--- src/rtl/alu_sequencer.sv ---
`default_nettype none
// ============================================================================
//  Module      : alu_sequencer
//  Description : Multi-cycle controller for the shared 8-bit ALU. Accepts one
//                instruction per handshake, drives the external ALU from a
//                small register file, captures its result and flags, and
//                writes the result back. Also supports register preloads.
//  Revision    : 1.0  initial release
// ============================================================================
module alu_sequencer #(
  parameter int CMD  = 4,
  parameter int DATA = 8,
  parameter int SH   = 3,
  parameter int NREG = 4,
  parameter int RA   = 2,
  parameter int NOPS = 10
) (
  input  logic            clk,
  input  logic            rst,
  // instruction handshake
  input  logic            instr_valid,
  output logic            instr_ready,
  input  logic [CMD-1:0]  instr_fs,
  input  logic [RA-1:0]   instr_rd,
  input  logic [RA-1:0]   instr_ra,
  input  logic [RA-1:0]   instr_rb,
  input  logic [SH-1:0]   instr_shift,
  input  logic            instr_wb,
  input  logic [DATA-1:0] instr_port,
  // register preload
  input  logic            ld_valid,
  input  logic [RA-1:0]   ld_addr,
  input  logic [DATA-1:0] ld_data,
  output logic            ld_ack,
  // external ALU
  output logic [CMD-1:0]  alu_fs,
  output logic [DATA-1:0] alu_a,
  output logic [DATA-1:0] alu_b,
  output logic [DATA-1:0] alu_inp,
  output logic [SH-1:0]   alu_shift,
  input  logic [DATA-1:0] alu_out,
  input  logic            alu_n,
  input  logic            alu_z,
  input  logic            alu_c,
  input  logic            alu_v,
  input  logic            alu_d,
  // status
  output logic [4:0]      flags,
  output logic [DATA-1:0] result,
  output logic            done,
  output logic            illegal,
  output logic            busy
);

  typedef enum logic [1:0] {
    ST_IDLE     = 2'd0,
    ST_DISPATCH = 2'd1,
    ST_EXEC     = 2'd2,
    ST_RETIRE   = 2'd3
  } state_t;

  state_t state_q, state_d;

  // Operand/control latches; the alu_* outputs double as the instruction
  // record so fs/shift/port need no separate copy.
  logic [CMD-1:0]  alu_fs_q,    alu_fs_d;
  logic [DATA-1:0] alu_a_q,     alu_a_d;
  logic [DATA-1:0] alu_b_q,     alu_b_d;
  logic [DATA-1:0] alu_inp_q,   alu_inp_d;
  logic [SH-1:0]   alu_shift_q, alu_shift_d;
  logic [RA-1:0]   rd_q,        rd_d;
  logic            wb_q,        wb_d;

  // Result, flags captured in EXEC, and architectural flags updated in RETIRE.
  logic [DATA-1:0] result_q,    result_d;
  logic [4:0]      cap_flags_q, cap_flags_d;
  logic [4:0]      flags_q,     flags_d;
  logic            ld_ack_q,    ld_ack_d;

  logic [DATA-1:0] regs_q [NREG];
  logic [DATA-1:0] regs_d [NREG];

  logic accept;
  logic preload;
  logic fs_illegal;

  // Handshake, preload qualification and legality of the latched opcode.
  always_comb begin
    instr_ready = (state_q == ST_IDLE) && !rst;
    accept      = instr_valid && instr_ready;
    // An offered instruction always wins over a preload in the same cycle.
    preload     = (state_q == ST_IDLE) && !instr_valid && ld_valid;
    fs_illegal  = int'(alu_fs_q) >= NOPS;
  end

  // Next-state logic: fixed four-phase sequence, leaving IDLE only on accept.
  always_comb begin
    state_d = state_q;
    case (state_q)
      ST_IDLE:     if (accept) state_d = ST_DISPATCH;
      ST_DISPATCH: state_d = ST_EXEC;
      ST_EXEC:     state_d = ST_RETIRE;
      ST_RETIRE:   state_d = ST_IDLE;
      default:     state_d = ST_IDLE;
    endcase
  end

  // Datapath next values: operand latch, result/flag capture, writeback, preload.
  always_comb begin
    alu_fs_d    = alu_fs_q;
    alu_a_d     = alu_a_q;
    alu_b_d     = alu_b_q;
    alu_inp_d   = alu_inp_q;
    alu_shift_d = alu_shift_q;
    rd_d        = rd_q;
    wb_d        = wb_q;
    result_d    = result_q;
    cap_flags_d = cap_flags_q;
    flags_d     = flags_q;
    ld_ack_d    = 1'b0;
    regs_d      = regs_q;

    if (accept) begin
      // Operands read here see pre-edge register contents.
      alu_fs_d    = instr_fs;
      alu_a_d     = regs_q[instr_ra];
      alu_b_d     = regs_q[instr_rb];
      alu_inp_d   = instr_port;
      alu_shift_d = instr_shift;
      rd_d        = instr_rd;
      wb_d        = instr_wb;
    end

    if (preload) begin
      regs_d[ld_addr] = ld_data;
      ld_ack_d        = 1'b1;
    end

    // Illegal opcodes leave result and flags untouched.
    if ((state_q == ST_EXEC) && !fs_illegal) begin
      result_d    = alu_out;
      cap_flags_d = {alu_n, alu_z, alu_c, alu_v, alu_d};
    end

    if ((state_q == ST_RETIRE) && !fs_illegal) begin
      flags_d = cap_flags_q;
      if (wb_q) regs_d[rd_q] = result_q;
    end
  end

  // State register.
  always_ff @(posedge clk or posedge rst) begin
    if (rst) state_q <= ST_IDLE;
    else     state_q <= state_d;
  end

  // Datapath registers; reset aborts any in-flight instruction.
  always_ff @(posedge clk or posedge rst) begin
    if (rst) begin
      alu_fs_q    <= '0;
      alu_a_q     <= '0;
      alu_b_q     <= '0;
      alu_inp_q   <= '0;
      alu_shift_q <= '0;
      rd_q        <= '0;
      wb_q        <= 1'b0;
      result_q    <= '0;
      cap_flags_q <= '0;
      flags_q     <= '0;
      ld_ack_q    <= 1'b0;
      for (int i = 0; i < NREG; i++) regs_q[i] <= '0;
    end else begin
      alu_fs_q    <= alu_fs_d;
      alu_a_q     <= alu_a_d;
      alu_b_q     <= alu_b_d;
      alu_inp_q   <= alu_inp_d;
      alu_shift_q <= alu_shift_d;
      rd_q        <= rd_d;
      wb_q        <= wb_d;
      result_q    <= result_d;
      cap_flags_q <= cap_flags_d;
      flags_q     <= flags_d;
      ld_ack_q    <= ld_ack_d;
      for (int i = 0; i < NREG; i++) regs_q[i] <= regs_d[i];
    end
  end

  // Output mapping; done/illegal decode directly from the RETIRE state.
  always_comb begin
    alu_fs    = alu_fs_q;
    alu_a     = alu_a_q;
    alu_b     = alu_b_q;
    alu_inp   = alu_inp_q;
    alu_shift = alu_shift_q;
    flags     = flags_q;
    result    = result_q;
    ld_ack    = ld_ack_q;
    busy      = (state_q != ST_IDLE);
    done      = (state_q == ST_RETIRE);
    illegal   = (state_q == ST_RETIRE) && fs_illegal;
  end

endmodule
`default_nettype wire

--- config.mk ---
export PLATFORM = sky130hd
export DESIGN_NAME = alu_sequencer
export DESIGN_NICKNAME = d
export VERILOG_FILES = /design/src/rtl/alu_sequencer.sv
export SDC_FILE = /design/constraint.sdc
export NUM_CORES = 1
export LEC_CHECK = 0
export ABC_AREA = 1
export BUFFER_PORTS_ARGS = -buffer_cell sky130_fd_sc_hd__buf_2
export CORE_AREA = 4 4 112 114
export DETAILED_ROUTE_END_ITERATION = 12
export DIE_AREA = 0 0 116 118
export GPL_TIMING_DRIVEN = 0
export HOLD_SLACK_MARGIN = 0.06
export PLACE_DENSITY_LB_ADDON = 0.25
export SYNTH_ARGS = -nofsm -noshare
export SYNTH_HDL_FRONTEND = slang
export SYNTH_SLANG_ARGS = --single-unit
--- constraint.sdc ---
create_clock -name clk -period 3.6 [get_ports clk]
set_clock_uncertainty 0.05 [all_clocks]
set_input_delay 0.18 -clock clk [delete_from_list [all_inputs] [get_ports clk]]
set_output_delay 0.18 -clock clk [all_outputs]
set_load 0.05 [all_outputs]
==> impl_metrics.py, run 1 <==
metrics = {
    "drt": {
        "route.vias.total": 4485,
        "first_pass_iters": 7,
        "wl_per_cell_microns": 15.8,
        "highest_layer": "met4",
        "routedLengthMet1_mm": 6.19,
        "vias_per_cell": 4.98,
        "wl_met2_mm": 6.79,
        "wl_met3_microns": 708,
        "wirelength_mm": 14.2,
        "drc": 0,
        "postRouteAntennaNets": 0,
        "drt_iter0_drc": 245,
    },
    "logic_synthesis": {
        "yosys.area.top_type": "dfrtp_1",
        "synth_xor_area_frac": 0,
        "netlist-cell-type-count": 25,
        "ys.flop_type": "dfrtp_1",
        "synth_warnings": 0,
        "synthTopCellsByArea": "dfrtp_1 48%, nand2_1 23%, nand3_1 7.6%",
        "synth.area.mux_share": 0,
        "synth_area_sq_um": 4570,
        "synth_cells": 615,
        "postSynthAreaPerCell_sq_um": 7.43,
        "synth_top_family_by_area": "simple AND/OR/NAND/NOR gates",
        "synth_edf_count": 0,
        "synthArstFlopShare": 1.00,
        "yosys.cell_count.top_type": "nand2_1",
        "synth_fa_ha_area_frac": 0.0110,
        "synth_commonest_cells": "285 x nand2_1, 87 x dfrtp_1, 69 x nand3_1",
        "synth_fp_nets": 668,
        "yosys.area_share.simple": 0.358,
        "synth_seq_cells": 87,
        "synth_compound_area_frac": 0.0767,
        "synth.top_cell.area_share": 0.477,
        "ys_seq_area_frac": 0.477,
    },
    "worst_setup_path": {
        "start_kind": "flip-flop",
        "max_stage_delay_ps": 420,
        "cpMostUsedCell": "buf_2",
        "cp.required_ps": 3370,
        "critPathSlowestCell": "dfrtp_1",
        "crit_fanout": 10,
        "cp_top_family": "buffers and inverters",
        "critPathCaptureType": "output port",
        "crit_arrival_ps": 1730,
        "cp_num_buf_inv": 2,
        "worstSetupPathType": "reg -> out",
        "crit_chain": "o21ai_4 -> buf_2 -> nor2_1 -> buf_2",
    },
    "die": {
        "start_util": 0.400,
        "rows": 39,
        "fp.dieW_microns": 116,
        "dieArea_sq_um": 13700,
        "io_pins": 98,
        "die_h_microns": 118,
        "core_sq_um": 11400,
    },
    "cells_and_area": {
        "seq_area_sq_um": 2180,
        "drive_above_1_share": 0.197,
        "fillers": 1186,
        "antennaDiodeCount": 0,
        "area_growth_pct": 27.8,
        "multi_input_area_sq_um": 2040,
        "design_area_sq_um": 5840,
        "fin_nets": 807,
    },
    "power": {
        "power.density_nw_per_um2": 918,
        "p_leak_nw": 3.20,
        "pwr-share-seq": 0.339,
        "total_power_mw": 5.36,
        "switching_share": 0.504,
        "combinationalPowerShare": 0.498,
        "peakVddDrop_mv": 0.495,
        "p_sw_mw": 2.70,
        "pwr-share-clk": 0.162,
        "intPower_mw": 2.66,
    },
    "global_route": {
        "grt_antenna_before_repair": 0,
        "grt_max_degree": 68,
        "grt_pass1_vias": 4459,
        "overflow": 0,
        "grt_usage": 0.215,
        "grt_pass1_wl_mm": 22.9,
    },
    "timing": {
        "fmax_mhz": 511,
        "slew_violations": 0,
        "grt_setup_unrepaired": "false",
        "worst_slew_margin_rel": 0.640,
        "setup_violations": 0,
        "min_period_over_period": 0.544,
        "fin_crit_ps": 1960,
        "finalHoldViolations": 0,
        "tightest_slew_ps": 540,
        "tns_ps": 0,
    },
    "clock_tree": {
        "insertion_delay_ps": 350,
        "cts.clk_slew.worst_paths_ps": 60,
        "cts_sinks": 87,
        "h-tree-depth": 3,
        "cts_tree": "built",
        "clockRootBuffer": "clkbuf_16",
        "cts_made_buffers": 9,
        "cts.path.max_buffers": 2,
        "post-cts-setup-buffer-count": 0,
    },
    "run_status": {
        "status": "finished, final reports clean",
    },
    "placed_design": {
        "port_buffers": 95,
        "routabilityCongestion": 0.951,
        "dpl.hpwl_mm": 10.4,
        "dpl-instance-area_sq_um": 5250,
    },
    "worst_hold_path": {
        "hold_path_class": "in -> reg",
    },
    "job": {
        "cap_violations": 0,
    },
}
power groups by stage:
stage	clock, mW	combinational (mW)	sequential [mW]
finish	0.868	2.67	1.82
CTS	0.898	2.70	1.81
global placement	0	2.62	1.81
global route	0.936	2.92	1.87
detailed placement	0	2.66	1.83
floorplan	0	1.19	2.55
flip-flops by register name, summed over array words and instances (netlist names):
name / count
alu_inp: 8
state_q: 2
alu_shift: 3
alu_fs: 4
alu_b: 8
regs_q: 32
wb_q: 1
result: 8
rd_q: 2
flags: 5
cap_flags_q: 5
ld_ack: 1
alu_a: 8
final timing paths:
kind | slack (ps) | to | depth (start not counted) | start
setup / recovery | 1640 | illegal | 4 | alu_fs[2]
hold / removal | 100 | ld_ack | 2 | instr_valid
setup reg to reg | 1780 | regs_q[29] | 7 | state_q[0]
hold reg to reg | 420 | alu_a[5] | 2 | alu_a[5]
max in group asynchronous | 2580 | alu_a[3] | 4 | rst
min in group asynchronous | 300 | flags[0] | 3 | rst
worst reg2reg max path, cell delays in order, from the launching register on:
cell,delay [ps]
dfrtp_1,380
inv_1,120
ha_1,270
nand3_2,230
nor2_2,400
nand2_1,110
nand3_1,100
nand2_1,70
stage by stage:
stage	setup WS [ps]	instances	util	hold slack (ps)
4_1_cts	1590	900	0.511	79.5
3_5_place_dp	1800	854	0.460	128
5_1_grt	1570	900	0.511	86.2
2_1_floorplan	1120	615	-	217
3_3_place_gp	-99.0	853	0.457	325
6_report	1640	900	0.511	101
placed cells by master (no fill, tap or decap), types with 4 or more instances in the layout:
cell type and n:
nand3_1 69, a21oi_1 19, inv_2 5, clkbuf_16 9
buf_2 99, nand2_2 6, ha_1 4, clkbuf_1 14
nor2_2 7, inv_1 54, nand2_1 285, dlygate4sd3_1 32
o21ai_0 22, nor2_1 6, nand3_2 4, o211ai_1 16
dfrtp_1 87
what timing repair did:
item | 4_1_cts | 5_1_grt
hold buffers | 32 | 0
resized for setup | 0 | 0
hold endpoints to repair | 51 | 0
layout make-up:
| type | count | area share |
|---|---|---|
| buffer | 22 | 0.0208 |
| clock buffer | 13 | 0.0446 |
| clock inverter | 1 | 0.000857 |
| inverter | 61 | 0.0405 |
| multi-input combinational | 445 | 0.349 |
| sequential | 87 | 0.373 |
| tap | 143 | 0.0306 |
| timing repair buffer | 128 | 0.141 |
cell families (layout without fill, tap and decap cells):
group	count (synthesis)	count (layout)
simple gates	382	382
flops	87	87
buf+inv	83	225
compound gates	59	59
fa+ha+maj	4	4
metal layers:
layer	up-vias	track usage
met1	2116	0.288
met4	0	0.102
met5	-	0
met3	28	0.0319
li1	2216	-
met2	125	0.340
No activity file was read; power rests on OpenSTA's default activity.
==> run 2, diff against run 1 <==
Clock period 3.6 ns to 2 ns, I/O delays scaled along.
==> impl_metrics.py, run 2 (synthesis gave the netlist of run 1 again) <==
metrics = {
    "run_status": {
        "status": "finished, final reports clean",
    },
    "clock_tree": {
        "cts_sinks": 87,
        "h-tree-depth": 3,
        "cts.clk_slew.worst_paths_ps": 60,
        "insertion_delay_ps": 340,
        "cts_tree": "built",
        "cts_made_buffers": 9,
        "cts.path.max_buffers": 2,
        "post-cts-setup-buffer-count": 0,
        "clockRootBuffer": "clkbuf_16",
    },
    "cells_and_area": {
        "drive_above_1_share": 0.199,
        "fin_cells": 905,
        "area_growth_pct": 29.6,
        "regMostFlops": "regs_q",
        "design_area_sq_um": 5920,
        "fin_nets": 812,
        "largest_reg_flops": 32,
        "layout_commonest_cell": "nand2_1",
        "final_cell_mix": "285 x nand2_1, 99 x buf_2, 87 x dfrtp_1",
        "antennaDiodeCount": 0,
    },
    "timing": {
        "setup_violations": 0,
        "tightest_slew_ps": 542,
        "fin_crit_ps": 1870,
        "finalHoldViolations": 0,
        "tns_ps": 0,
        "fmax_mhz": 534,
        "final.setup.worst_slack_ps": 129,
        "min_period_over_period": 0.936,
        "worst_slew_margin_rel": 0.638,
        "slew_violations": 0,
        "grt_setup_unrepaired": "false",
    },
    "global_route": {
        "grt_antenna_before_repair": 0,
        "grt_pass1_vias": 4530,
        "overflow": 0,
        "grt_usage": 0.219,
        "grt_pass1_wl_mm": 23.5,
        "grt_max_degree": 41,
    },
    "worst_setup_path": {
        "crit_fanout": 10,
        "critPathCaptureType": "output port",
        "start_kind": "flip-flop",
        "crit_arrival_ps": 1720,
        "critPathSlowestCell": "dfrtp_1",
        "worstSetupPathType": "reg -> out",
        "cpMostUsedCell": "buf_2",
        "crit_chain": "o21ai_4 -> buf_2 -> nor2_1 -> buf_2",
        "cp_num_buf_inv": 2,
        "cp_top_family": "buffers and inverters",
        "max_stage_delay_ps": 420,
        "cp.required_ps": 1850,
    },
    "power": {
        "total_power_mw": 9.74,
        "p_leak_nw": 3.23,
        "power.density_nw_per_um2": 1650,
        "peakVddDrop_mv": 0.842,
    },
    "placed_design": {
        "place_ws_ps": 215,
        "placed_cells_incl_taps": 855,
        "dpl.hpwl_mm": 10.3,
        "routabilityCongestion": 0.898,
        "port_buffers": 95,
        "dpl-instance-area_sq_um": 5270,
    },
    "die": {
        "core_sq_um": 11400,
        "dieArea_sq_um": 13700,
        "rows": 39,
        "die_h_microns": 118,
        "fp.dieW_microns": 116,
        "start_util": 0.400,
        "io_pins": 98,
    },
    "drt": {
        "drc": 0,
        "drt_iter0_drc": 297,
        "wl_met3_microns": 800,
        "route.vias.total": 4473,
        "wl_met2_mm": 6.98,
        "vias_per_cell": 4.94,
        "wirelength_mm": 14.1,
        "first_pass_iters": 5,
        "postRouteAntennaNets": 0,
        "wl_per_cell_microns": 15.6,
        "highest_layer": "met4",
        "routedLengthMet1_mm": 5.99,
    },
    "job": {
        "cap_violations": 0,
    },
    "worst_hold_path": {
        "hold_path_class": "in -> reg",
    },
}
==> run 2: cell count changes in the layout (fill, tap and decap cells not counted), sizes merged <==
cell         before  now
buf             106  107
bufinv            0    1
clkbuf           25   22
clkinv            2    3
clkinvlp          0    2
dlygate4sd3      32   36
inv              60   59
==> run 2: worst reg2reg max path, delay by kind of cell, from the launching register on <==
family / cells / cell delay [ps]
AND/OR/NAND/NOR: 5 / 860
buffers and inverters: 1 / 120
adder cells (fa/ha/maj): 1 / 260
flip-flops: 1 / 380
==> run 2: layout make-up <==
class	count	area (sq um)
flip-flops and latches	87	2180
clock inverters	4	47.5
fillers	1153	5500
well taps	143	179
inverters	61	238
clock buffers	10	239
plain buffers	22	121
multi-input cells	445	2040
repair buffers	133	876
==> run 2: worst paths after layout <==
path	startpoint	to	slack, ps	cells past startpoint
worst max-delay path	alu_fs[2]	illegal	130	4
worst min-delay path	ld_data[0]	regs_q[8]	70	5
worst max register to register	state_q[0]	regs_q[27]	220	7
worst min register to register	cap_flags_q[4]	cap_flags_q[4]	420	2
max in group asynchronous	rst	alu_a[1]	780	5
min in group asynchronous	rst	state_q[1]	330	3
==> run 2: per-layer routing <==
metal  up-vias  GRT usage
met2       144      0.352
met3        28     0.0380
li1       2223          -
met4         0     0.0790
met1      2078      0.295
met5         -          0
==> run 2: power by group <==
group | switching [mW] | internal [mW] | leakage, nW
combinational | 3.53 | 1.29 | 2.05
sequential | 0.638 | 2.61 | 1.04
clock | 0.689 | 0.984 | 0.140
total | 4.86 | 4.88 | 3.23
==> run 2: per-stage QoR <==
step	util	hold slack, ps
floorplan	-	137
CTS	0.518	62.5
detailed placement	0.462	167
global placement	0.458	245
global route	0.518	98.7
finish	0.518	72.6
==> run 2: timing repair <==
item / 4_1_cts / 5_1_grt
hold buffers: 36 / 0
resized for setup: 0 / 0
setup endpoints to repair: 0 / 0
endpoints found under the hold margin: 59 / 0
